--- src/rtl/pc_next_unit_pkg.sv ---
// pc_next_unit shared types and constants.
// State encoding and PC arithmetic constants.
package pc_next_unit_pkg;

  localparam int PC_WIDTH = 16;
  localparam logic [PC_WIDTH-1:0] PC_STEP = 16'd2;

  typedef enum logic [2:0] {
    BOOT   = 3'd0,
    FETCH  = 3'd1,
    WAIT   = 3'd2,
    HALTED = 3'd3,
    FAULT  = 3'd4
  } state_t;

endpackage

--- src/rtl/pc_next_unit_if.sv ---
// pc_next_unit fetch/control bundle.
// slave: the PC unit; master: decode/imem side.
interface pc_next_unit_if;
  import pc_next_unit_pkg::*;

  logic                ImemReady;
  logic                Stall;
  logic                Branch;
  logic                Zero;
  logic [PC_WIDTH-1:0] BranchImm;
  logic                Jump;
  logic [11:0]         JumpAddr;
  logic                Halt;
  logic                ImemReq;
  logic [PC_WIDTH-1:0] PC;
  logic [PC_WIDTH-1:0] PCPlus2;
  logic                Running;
  logic                Fault;
  logic [PC_WIDTH-1:0] Retired;

  modport master (
    output ImemReady, Stall, Branch, Zero,
    output BranchImm, Jump, JumpAddr, Halt,
    input  ImemReq, PC, PCPlus2,
    input  Running, Fault, Retired
  );

  modport slave (
    input  ImemReady, Stall, Branch, Zero,
    input  BranchImm, Jump, JumpAddr, Halt,
    output ImemReq, PC, PCPlus2,
    output Running, Fault, Retired
  );

endinterface

--- src/rtl/pc_next_unit_cla.sv ---
// 16-bit carry-lookahead adder.
// Four 4-bit lookahead groups, group carries chained.
module pc_next_unit_cla (
  input  logic [15:0] a,
  input  logic [15:0] b,
  input  logic        cin,
  output logic [15:0] sum
);

  logic [15:0] g;
  logic [15:0] p;
  logic [16:0] c;

  assign g = a & b;
  assign p = a ^ b;

  // per-group lookahead carries; group carry feeds the next group
  always_comb begin
    c    = '0;
    c[0] = cin;
    for (int k = 0; k < 16; k += 4) begin
      c[k+1] = g[k] | (p[k] & c[k]);
      c[k+2] = g[k+1] | (p[k+1] & g[k])
             | (p[k+1] & p[k] & c[k]);
      c[k+3] = g[k+2] | (p[k+2] & g[k+1])
             | (p[k+2] & p[k+1] & g[k])
             | (p[k+2] & p[k+1] & p[k] & c[k]);
      c[k+4] = g[k+3] | (p[k+3] & g[k+2])
             | (p[k+3] & p[k+2] & g[k+1])
             | (p[k+3] & p[k+2] & p[k+1] & g[k])
             | (p[k+3] & p[k+2] & p[k+1] & p[k] & c[k]);
    end
  end

  assign sum = p ^ c[15:0];

endmodule

--- src/rtl/pc_next_unit.sv ---
// Program-counter stage: PC register, next-PC select,
// fetch sequencing, timeout watchdog, retire counter.
module pc_next_unit
  import pc_next_unit_pkg::*;
#(
  parameter logic [15:0] RESET_VECTOR = 16'h0000,
  parameter int          TIMEOUT      = 8
) (
  input  logic           Clock,
  input  logic           Reset,
  pc_next_unit_if.slave  bus
);

  state_t              state_q, state_d;
  logic [PC_WIDTH-1:0] pc_q, pc_d;
  logic [PC_WIDTH-1:0] ret_q, ret_d;
  logic [7:0]          wd_q, wd_d;
  logic [PC_WIDTH-1:0] pc_plus2;
  logic [PC_WIDTH-1:0] imm_sh;
  logic [PC_WIDTH-1:0] br_target;
  logic [PC_WIDTH-1:0] jmp_target;
  logic [PC_WIDTH-1:0] next_pc;

  assign imm_sh = bus.BranchImm << 1;

  pc_next_unit_cla u_inc (
    .a   (pc_q),
    .b   (PC_STEP),
    .cin (1'b0),
    .sum (pc_plus2)
  );

  pc_next_unit_cla u_br (
    .a   (pc_plus2),
    .b   (imm_sh),
    .cin (1'b0),
    .sum (br_target)
  );

  assign jmp_target = {pc_plus2[15:13], bus.JumpAddr, 1'b0};

  // next-PC priority: halt, jump, taken branch, sequential
  always_comb begin
    next_pc = pc_plus2;
    priority case (1'b1)
      bus.Halt:               next_pc = pc_q;
      bus.Jump:               next_pc = jmp_target;
      bus.Branch & bus.Zero:  next_pc = br_target;
      default:                next_pc = pc_plus2;
    endcase
  end

  // fetch FSM, PC/retire update and watchdog
  always_comb begin
    state_d = state_q;
    pc_d    = pc_q;
    ret_d   = ret_q;
    wd_d    = wd_q;
    unique case (state_q)
      BOOT: state_d = FETCH;
      FETCH, WAIT: begin
        if (bus.ImemReady) begin
          wd_d    = '0;
          state_d = FETCH;
          if (!bus.Stall) begin
            ret_d = ret_q + 16'd1;
            if (bus.Halt) state_d = HALTED;
            else          pc_d    = next_pc;
          end
        end else begin
          wd_d    = (state_q == FETCH) ? 8'd1 : wd_q + 8'd1;
          state_d = (wd_d == 8'(TIMEOUT)) ? FAULT : WAIT;
        end
      end
      HALTED, FAULT: state_d = state_q;
      default: state_d = BOOT;
    endcase
  end

  // state registers with synchronous reset
  always_ff @(posedge Clock) begin
    if (Reset) begin
      state_q <= BOOT;
      pc_q    <= RESET_VECTOR;
      ret_q   <= '0;
      wd_q    <= '0;
    end else begin
      state_q <= state_d;
      pc_q    <= pc_d;
      ret_q   <= ret_d;
      wd_q    <= wd_d;
    end
  end

  assign bus.ImemReq = (state_q == FETCH) || (state_q == WAIT);
  assign bus.Running = (state_q == FETCH) || (state_q == WAIT);
  assign bus.Fault   = (state_q == FAULT);
  assign bus.PC      = pc_q;
  assign bus.PCPlus2 = pc_plus2;
  assign bus.Retired = ret_q;

endmodule

--- src/flat_wrapper.sv ---
// flat-port wrapper written by rule: the top's interface ports become plain ports
module pc_next_unit_flat import pc_next_unit_pkg::*;
#(
  parameter logic [15:0] RESET_VECTOR = 16'h0000,
  parameter int          TIMEOUT      = 8
)
  (Clock, Reset, bus_ImemReady, bus_Stall, bus_Branch, bus_Zero, bus_BranchImm, bus_Jump, bus_JumpAddr, bus_Halt, bus_ImemReq, bus_PC, bus_PCPlus2, bus_Running, bus_Fault, bus_Retired);
  pc_next_unit_if bus_i ();
  input  logic Clock;
  input  logic Reset;
  input wire logic [$bits(bus_i.ImemReady)-1:0] bus_ImemReady;
  input wire logic [$bits(bus_i.Stall)-1:0] bus_Stall;
  input wire logic [$bits(bus_i.Branch)-1:0] bus_Branch;
  input wire logic [$bits(bus_i.Zero)-1:0] bus_Zero;
  input wire logic [$bits(bus_i.BranchImm)-1:0] bus_BranchImm;
  input wire logic [$bits(bus_i.Jump)-1:0] bus_Jump;
  input wire logic [$bits(bus_i.JumpAddr)-1:0] bus_JumpAddr;
  input wire logic [$bits(bus_i.Halt)-1:0] bus_Halt;
  output wire logic [$bits(bus_i.ImemReq)-1:0] bus_ImemReq;
  output wire logic [$bits(bus_i.PC)-1:0] bus_PC;
  output wire logic [$bits(bus_i.PCPlus2)-1:0] bus_PCPlus2;
  output wire logic [$bits(bus_i.Running)-1:0] bus_Running;
  output wire logic [$bits(bus_i.Fault)-1:0] bus_Fault;
  output wire logic [$bits(bus_i.Retired)-1:0] bus_Retired;
  assign bus_i.ImemReady = bus_ImemReady;
  assign bus_i.Stall = bus_Stall;
  assign bus_i.Branch = bus_Branch;
  assign bus_i.Zero = bus_Zero;
  assign bus_i.BranchImm = bus_BranchImm;
  assign bus_i.Jump = bus_Jump;
  assign bus_i.JumpAddr = bus_JumpAddr;
  assign bus_i.Halt = bus_Halt;
  assign bus_ImemReq = bus_i.ImemReq;
  assign bus_PC = bus_i.PC;
  assign bus_PCPlus2 = bus_i.PCPlus2;
  assign bus_Running = bus_i.Running;
  assign bus_Fault = bus_i.Fault;
  assign bus_Retired = bus_i.Retired;
  pc_next_unit #(.RESET_VECTOR(RESET_VECTOR), .TIMEOUT(TIMEOUT)) u_core (.Clock(Clock), .Reset(Reset), .bus(bus_i));
endmodule
--- config.mk ---
export PLATFORM = sky130hd
export DESIGN_NAME = pc_next_unit_flat
export DESIGN_NICKNAME = d
export VERILOG_FILES = /design/src/rtl/pc_next_unit_pkg.sv /design/src/rtl/pc_next_unit_if.sv /design/src/rtl/pc_next_unit_cla.sv /design/src/rtl/pc_next_unit.sv /design/src/flat_wrapper.sv
export SDC_FILE = /design/constraint.sdc
export NUM_CORES = 1
export LEC_CHECK = 0
export ABC_AREA = 1
export ABC_CLOCK_PERIOD_IN_PS = 3000
export CORE_ASPECT_RATIO = 1.4
export CORE_MARGIN = 1
export CORE_UTILIZATION = 49
export CTS_CLUSTER_SIZE = 28
export DETAILED_ROUTE_END_ITERATION = 16
export MAX_ROUTING_LAYER = met4
export PLACE_DENSITY = 0.81
export SYNTH_ARGS = -nofsm -noshare
export SYNTH_HDL_FRONTEND = slang
export SYNTH_SLANG_ARGS = --single-unit
--- constraint.sdc ---
create_clock -name Clock -period 3 [get_ports Clock]
set_input_delay 0.75 -clock Clock [delete_from_list [all_inputs] [get_ports Clock]]
set_output_delay 0.75 -clock Clock [all_outputs]
set_load 0.1 [all_outputs]
==> flow_metrics.env, run 1 <==
export IMPL_drc=0
export IMPL_cts_htree_levels=2
export IMPL_vias=3464
export IMPL_period_minus_slack_ns=2.77
export IMPL_async_reset_ff_share_pct=0
export IMPL_cts_sinks=42
export IMPL_grt_max_degree=25
export IMPL_final_hold_viol_count=0
export IMPL_synth_edf_count=0
export IMPL_grt_pass1_wl_um=13900
export IMPL_hp_class="reg2reg"
export IMPL_first_pass_iters=4
export IMPL_antenna_cells=0
export IMPL_num_nets_final=635
export IMPL_first_iter_violations=121
export IMPL_slew_violations=0
export IMPL_io_pins=87
export IMPL_port_buffers=83
export IMPL_timing_max_cap_violations=0
export IMPL_dp_cells=639
export IMPL_cts_buffers=5
export IMPL_period_share_pct=92.4
export IMPL_tritoncts="yes"
export IMPL_end_kind="flip-flop"
export IMPL_area_delta_synth_final_pct=36.7
export IMPL_grt_ovfl_total=0
export IMPL_status="finished, final reports clean"
export IMPL_grt_pass1_vias=3291
export IMPL_chipWidth_um=70.0
export IMPL_postRouteWirelength_um=8230
export IMPL_synthDistinctLibCells=38
export IMPL_synth_seq_area_share_pct=26.5
export IMPL_postLayoutCoreUtil_pct=69.8
export IMPL_hpwlAfterDp_um=6470
export IMPL_critPathMaxFanout=6
export IMPL_ys_seq_elements=42
export IMPL_wl_per_cell_um=12.7
export IMPL_cts_buffer_depth=2
export IMPL_dieArea_um2=6800
export IMPL_rsz0062_at_grt="true"
export IMPL_start_util_pct=51.0
export IMPL_layout_commonest_cell="nand2_1"
export IMPL_ir_drop_uv=311
export IMPL_place_gp_congestion=0.895
export IMPL_cts_hold_buffers=0
export IMPL_grt_usage_pct=25.4
export IMPL_syn_inst=488
export IMPL_root_buffer="clkbuf_8"
export IMPL_num_rows=34
export IMPL_design_core_area_um2=6210
export IMPL_clkLatencyLatePin_ns=0.30
export IMPL_antenna_found_initial=0
export IMPL_max_freq_mhz=361
export IMPL_most_common_layout_cells="nand2_1 (103), inv_1 (69), buf_4 (54), nor2_1 (44), a21oi_1 (43)"
export IMPL_worst_pin_slew_ns=0.611
export IMPL_slew_headroom_pct=59.2
export IMPL_yosysWarningCount=0
export IMPL_critical_path_class="reg2reg"
export IMPL_die_h_um=97.2
export IMPL_synthesis_area_um2=3170
export IMPL_finClkSkew_ns=0.00962
export IMPL_ys_flop_type="dfxtp_1"
export IMPL_cp_arrival_ns=3.01
export IMPL_critPathLaunchType="flip-flop"
export IMPL_critPathRequiredTime_ns=3.23
export IMPL_fin_cells=648
export IMPL_power_leakage_uw=0.00192
export IMPL_postSynthAreaPerCell_um2=6.49
export IMPL_ant_nets=0
export IMPL_via_per_inst=5.35
export IMPL_setup_viol=0
export IMPL_powerDensity_nw_per_um2=343
export IMPL_clkTransAtPathRegs_ns=0.08
export IMPL_drive_gt1_share_pct=19.1
timing repair:
item / in CTS / in global routing
hold endpoints to repair: 0 / 0
setup endpoints to repair: 0 / 4
setup buffers: 0 / 1
resized for setup: 0 / 10
sequential cells by signal, summed over array words and instances, names as in the netlist:
| register | cells |
|---|---|
| u_core.bus.PC | 15 |
| u_core.bus.Retired | 16 |
| u_core.state_q | 3 |
| u_core.wd_q | 8 |
metrics by stage:
step           hold WS [ns]  TNS, ns  instance area (µm²)  total power (µW)  worst slack [ns]
5_1_grt               0.509  -0.0262                 4330              1560           -0.0262
4_1_cts               0.478        0                 4260              1490             0.122
3_5_place_dp          0.460  -0.0450                 4160              1080           -0.0302
6_report              0.474        0                 4330              1490             0.228
2_1_floorplan         0.455    -1.61                 3310               947            -0.434
3_3_place_gp          0.453        0                 4160              1070            0.0596
cell type report:
cell class,instances,area (µm²)
multi-input combinational,358,2130
fill,557,1880
tap,72,90.1
timing repair buffer,93,846
clock buffer,8,101
inverter,75,289
sequential,42,877
logic make-up (layout without fill, tap and decap cells):
kind of cell / Yosys count / after routing / synth area share, %
simple gates: 225 / 225 / 31.9
compound gates: 95 / 95 / 16.5
buf+inv: 89 / 176 / 11.3
flops: 42 / 42 / 26.5
fa+ha+maj: 24 / 24 / 10.4
xor+xnor: 12 / 12 / 3.32
other cells: 1 / 2 / 0.118
metal layers:
layer / vias to the layer above / track usage, % / part of all wire [%]
met3: 13 / 3.11 / 4.8
met1: 1587 / 28.2 / 40
met2: 97 / 45.9 / 53
met5: - / - / 0
met4: 0 / 9.23 / 2.0
li1: 1767 / - / -
final timing paths:
kind / to / cells past startpoint / start / slack, ns
hold / removal: u_core.bus.Retired[15]$_SDFFE_PP0P_ / 2 / u_core.bus.Retired[15]$_SDFFE_PP0P_ / 0.47
setup / recovery: u_core.bus.PC[12]$_SDFFE_PP0P_ / 16 / u_core.bus.PC[6]$_SDFFE_PP0P_ / 0.23
hold reg to reg: u_core.bus.Retired[15]$_SDFFE_PP0P_ / 2 / u_core.bus.Retired[15]$_SDFFE_PP0P_ / 0.47
setup reg to reg: u_core.bus.PC[12]$_SDFFE_PP0P_ / 16 / u_core.bus.PC[6]$_SDFFE_PP0P_ / 0.23
critical path, cell delays in order (launching register included):
cell	delay, ns
dfxtp_4	0.38
nand4_1	0.15
nor2_4	0.19
buf_4	0.17
nor2_4	0.05
ha_1	0.32
nand2_1	0.10
nand2_1	0.06
nor2_1	0.13
nand2_2	0.09
nand3_1	0.10
nand2_2	0.07
inv_1	0.08
fa_1	0.42
o211ai_1	0.18
o21ai_1	0.09
a21oi_1	0.13
where the power goes:
group          total, µW  switching, µW  internal [µW]
Combinational        487            332            156
Sequential           587           20.0            567
Clock                411            195            216
Yosys cell counts (2+ instances only):
library cell	number	area share, %
inv_2	2	0.24
inv_1	73	8.6
nand2_2	3	0.59
nor2_4	3	1.1
nor2_1	45	5.3
dfxtp_1	42	27
nand3_1	34	5.4
fa_1	4	2.5
o21ai_0	33	5.2
ha_1	20	7.9
o21bai_1	2	0.47
nand4_1	10	2.0
nor3b_1	2	0.47
a211oi_1	4	0.95
xnor2_1	8	2.2
xor2_1	4	1.1
o211ai_1	6	1.4
nand3_2	2	0.63
nand2_1	107	13
buf_4	4	0.95
nor3_1	12	1.9
clkbuf_1	8	0.95
a21oi_1	43	6.8
a31oi_1	2	0.39
o21a_1	2	0.47
No activity file was read; power rests on OpenSTA's default activity.
==> run 2, diff against run 1 <==
ABC_CLOCK_PERIOD_IN_PS = 2500   (was 3000)
CORE_UTILIZATION = 44   (was 49)
GPL_TIMING_DRIVEN = 0   (was default)
PLACE_DENSITY = 0.77   (was 0.81)
clock period = 2.5 ns   (was 3 ns; I/O delays follow)
==> flow_metrics.env, run 2 (same netlist as run 1, synthesis figures left out) <==
export IMPL_port_buffers=82
export IMPL_tritoncts="yes"
export IMPL_cts_buffer_depth=2
export IMPL_vias=3648
export IMPL_r2r_start="u_core.bus.PC[5]$_SDFFE_PP0P_"
export IMPL_chipWidth_um=73.7
export IMPL_postRouteWirelength_um=10200
export IMPL_grt_pass1_vias=3569
export IMPL_first_iter_violations=170
export IMPL_violations="negative setup slack"
export IMPL_crit_chain="nand4_1 > nor2_4 > buf_4 > nand2_4 > nand2_2 > clkinvlp_4 > ha_4 > nand2_1 > o211a_1 > nand2_2 > inv_2 > fa_2 > o211ai_1 > o21ai_1 > a21oi_1"
export IMPL_crit_path_max_incr_delay_ns=0.52
export IMPL_rr_worst_depth=15
export IMPL_finClkSkew_ns=0.00679
export IMPL_rsz0062_at_grt="true"
export IMPL_grt_usage_pct=27.5
export IMPL_crit_top_cell="nand2_2"
export IMPL_setup_viol=9
export IMPL_place_gp_congestion=0.854
export IMPL_num_rows=36
export IMPL_cts_sinks=42
export IMPL_cts_htree_levels=2
export IMPL_slew_headroom_pct=32.0
export IMPL_cp_arrival_ns=3.09
export IMPL_max_freq_mhz=344
export IMPL_postLayoutCoreUtil_pct=69.9
export IMPL_io_pins=87
export IMPL_critPathLaunchType="flip-flop"
export IMPL_root_buffer="clkbuf_8"
export IMPL_status="finished with violations"
export IMPL_critical_path_class="reg2reg"
export IMPL_die_h_um=102
export IMPL_critPathRequiredTime_ns=2.69
export IMPL_slew_violations=0
export IMPL_grt_ovfl_total=0
export IMPL_design_core_area_um2=6980
export IMPL_area_delta_synth_final_pct=54.0
export IMPL_ir_drop_uv=303
export IMPL_largest_reg_flops=16
export IMPL_final_cell_area_um2=4880
export IMPL_grt_pass1_wl_um=15600
export IMPL_worst_pin_slew_ns=1.02
export IMPL_cts_buffers=5
export IMPL_period_share_pct=116
export IMPL_critPathLaunch="u_core.bus.PC[5]$_SDFFE_PP0P_"
export IMPL_crit_end="u_core.bus.PC[12]$_SDFFE_PP0P_"
export IMPL_powerDensity_nw_per_um2=369
export IMPL_wl_per_cell_um=14.5
export IMPL_period_minus_slack_ns=2.91
export IMPL_place_area_um2=4320
export IMPL_reg2reg_slack_ns=-0.41
export IMPL_most_common_layout_cells="nand2_1 (93), inv_1 (62), nor2_1 (41), clkdlybuf4s50_1 (38), a21oi_1 (36)"
export IMPL_hpwlAfterDp_um=7090
export IMPL_crit_slowest_cell="fa_2"
export IMPL_setup_tns_ns=-1.82
export IMPL_start_util_pct=45.4
export IMPL_via_per_inst=5.17
export IMPL_clkLatencyLatePin_ns=0.30
export IMPL_num_nets_final=669
export IMPL_ant_nets=0
export IMPL_drive_gt1_share_pct=24.3
export IMPL_timing_rr_end="u_core.bus.PC[12]$_SDFFE_PP0P_"
export IMPL_timing_max_cap_violations=0
export IMPL_drc=0
export IMPL_cts_hold_buffers=0
export IMPL_grt_max_degree=13
export IMPL_dieArea_um2=7550
export IMPL_layout_setup_ws_ns=-0.407
export IMPL_hp_class="reg2reg"
export IMPL_final_hold_viol_count=0
export IMPL_first_pass_iters=5
export IMPL_end_kind="flip-flop"
export IMPL_clkTransAtPathRegs_ns=0.08
export IMPL_layout_commonest_cell="nand2_1"
export IMPL_power_leakage_uw=0.00227
export IMPL_antenna_found_initial=0
export IMPL_critPathMaxFanout=5
export IMPL_antenna_cells=0
[run 2: changes by cell type in the layout (fill, tap and decap cells not counted), sizes merged]
| cell | delta |
|---|---|
| dlygate4sd2 | +17 |
| buf | -13 |
| dlymetal6s2s | +9 |
| clkbuf | +8 |
| clkdlybuf4s15 | +6 |
| clkdlybuf4s50 | +4 |
| clkinv | +3 |
| clkinvlp | +2 |
| inv | -2 |
[run 2: how the worst min path moves through the flow]
stage,start,end,cells past startpoint
after detailed placement,u_core.wd_q[7]$_SDFFE_PP0P_,u_core.wd_q[7]$_SDFFE_PP0P_,2
after global placement,u_core.bus.Retired[15]$_SDFFE_PP0P_,u_core.bus.Retired[15]$_SDFFE_PP0P_,2
final,u_core.bus.Retired[15]$_SDFFE_PP0P_,u_core.bus.Retired[15]$_SDFFE_PP0P_,2
after CTS,u_core.bus.Retired[15]$_SDFFE_PP0P_,u_core.bus.Retired[15]$_SDFFE_PP0P_,2
after global routing,u_core.wd_q[7]$_SDFFE_PP0P_,u_core.wd_q[7]$_SDFFE_PP0P_,2
after floorplan,u_core.wd_q[7]$_SDFFE_PP0P_,u_core.wd_q[7]$_SDFFE_PP0P_,2
[run 2: power by group]
| group | total [µW] | internal [µW] | switching [µW] |
|---|---|---|---|
| Combinational | 678 | 230 | 447 |
| Clock | 424 | 187 | 237 |
| Sequential | 700 | 680 | 19.6 |
| Total | 1800 | 1100 | 703 |
[run 2: cell type report]
cell class / count / area, µm²
Clock inverter: 3 / 11.3
Buffer: 14 / 76.3
Tap cell: 95 / 119
Timing Repair Buffer: 113 / 1080
Multi-Input combinational cell: 358 / 2350
Sequential cell: 42 / 878
Fill cell: 563 / 2100
Clock buffer: 5 / 68.8
Inverter: 75 / 299
[run 2: worst max-delay path, delay by kind of cell (launching register included)]
family                     cells  cell delay [ns]
AOI/OAI and AO/OA              4             0.54
adders and majority gates      2             0.83
buffers and inverters          3             0.32
DFF                            1             0.35
and+or+nand+nor                6             0.74
[run 2: per-layer routing]
metal | wire [µm] | GRT usage [%]
met2 | 5530 | 51.0
met5 | 0 | -
met3 | 421 | 4.14
met4 | 265 | 13.3
met1 | 3990 | 27.3
[run 2: repair_timing]
action                     CTS  global route
cloned                       0             0
buffers inserted            22             9
setup endpoints to repair   36            30
pin swaps                   16            22
gates resized for setup    124            60
hold endpoints to repair     0             0
[run 2: metrics by stage]
step                hold WS (ns)  cells  setup slack (ns)  total power [µW]
floorplan                  0.455    489            -0.934              1150
finish                     0.477    705            -0.407              1800
detailed placement         0.468    666            -0.795              1310
CTS                        0.481    696            -0.311              1770
global placement           0.454    666            -0.776              1300
global route               0.513    705            -0.497              1890
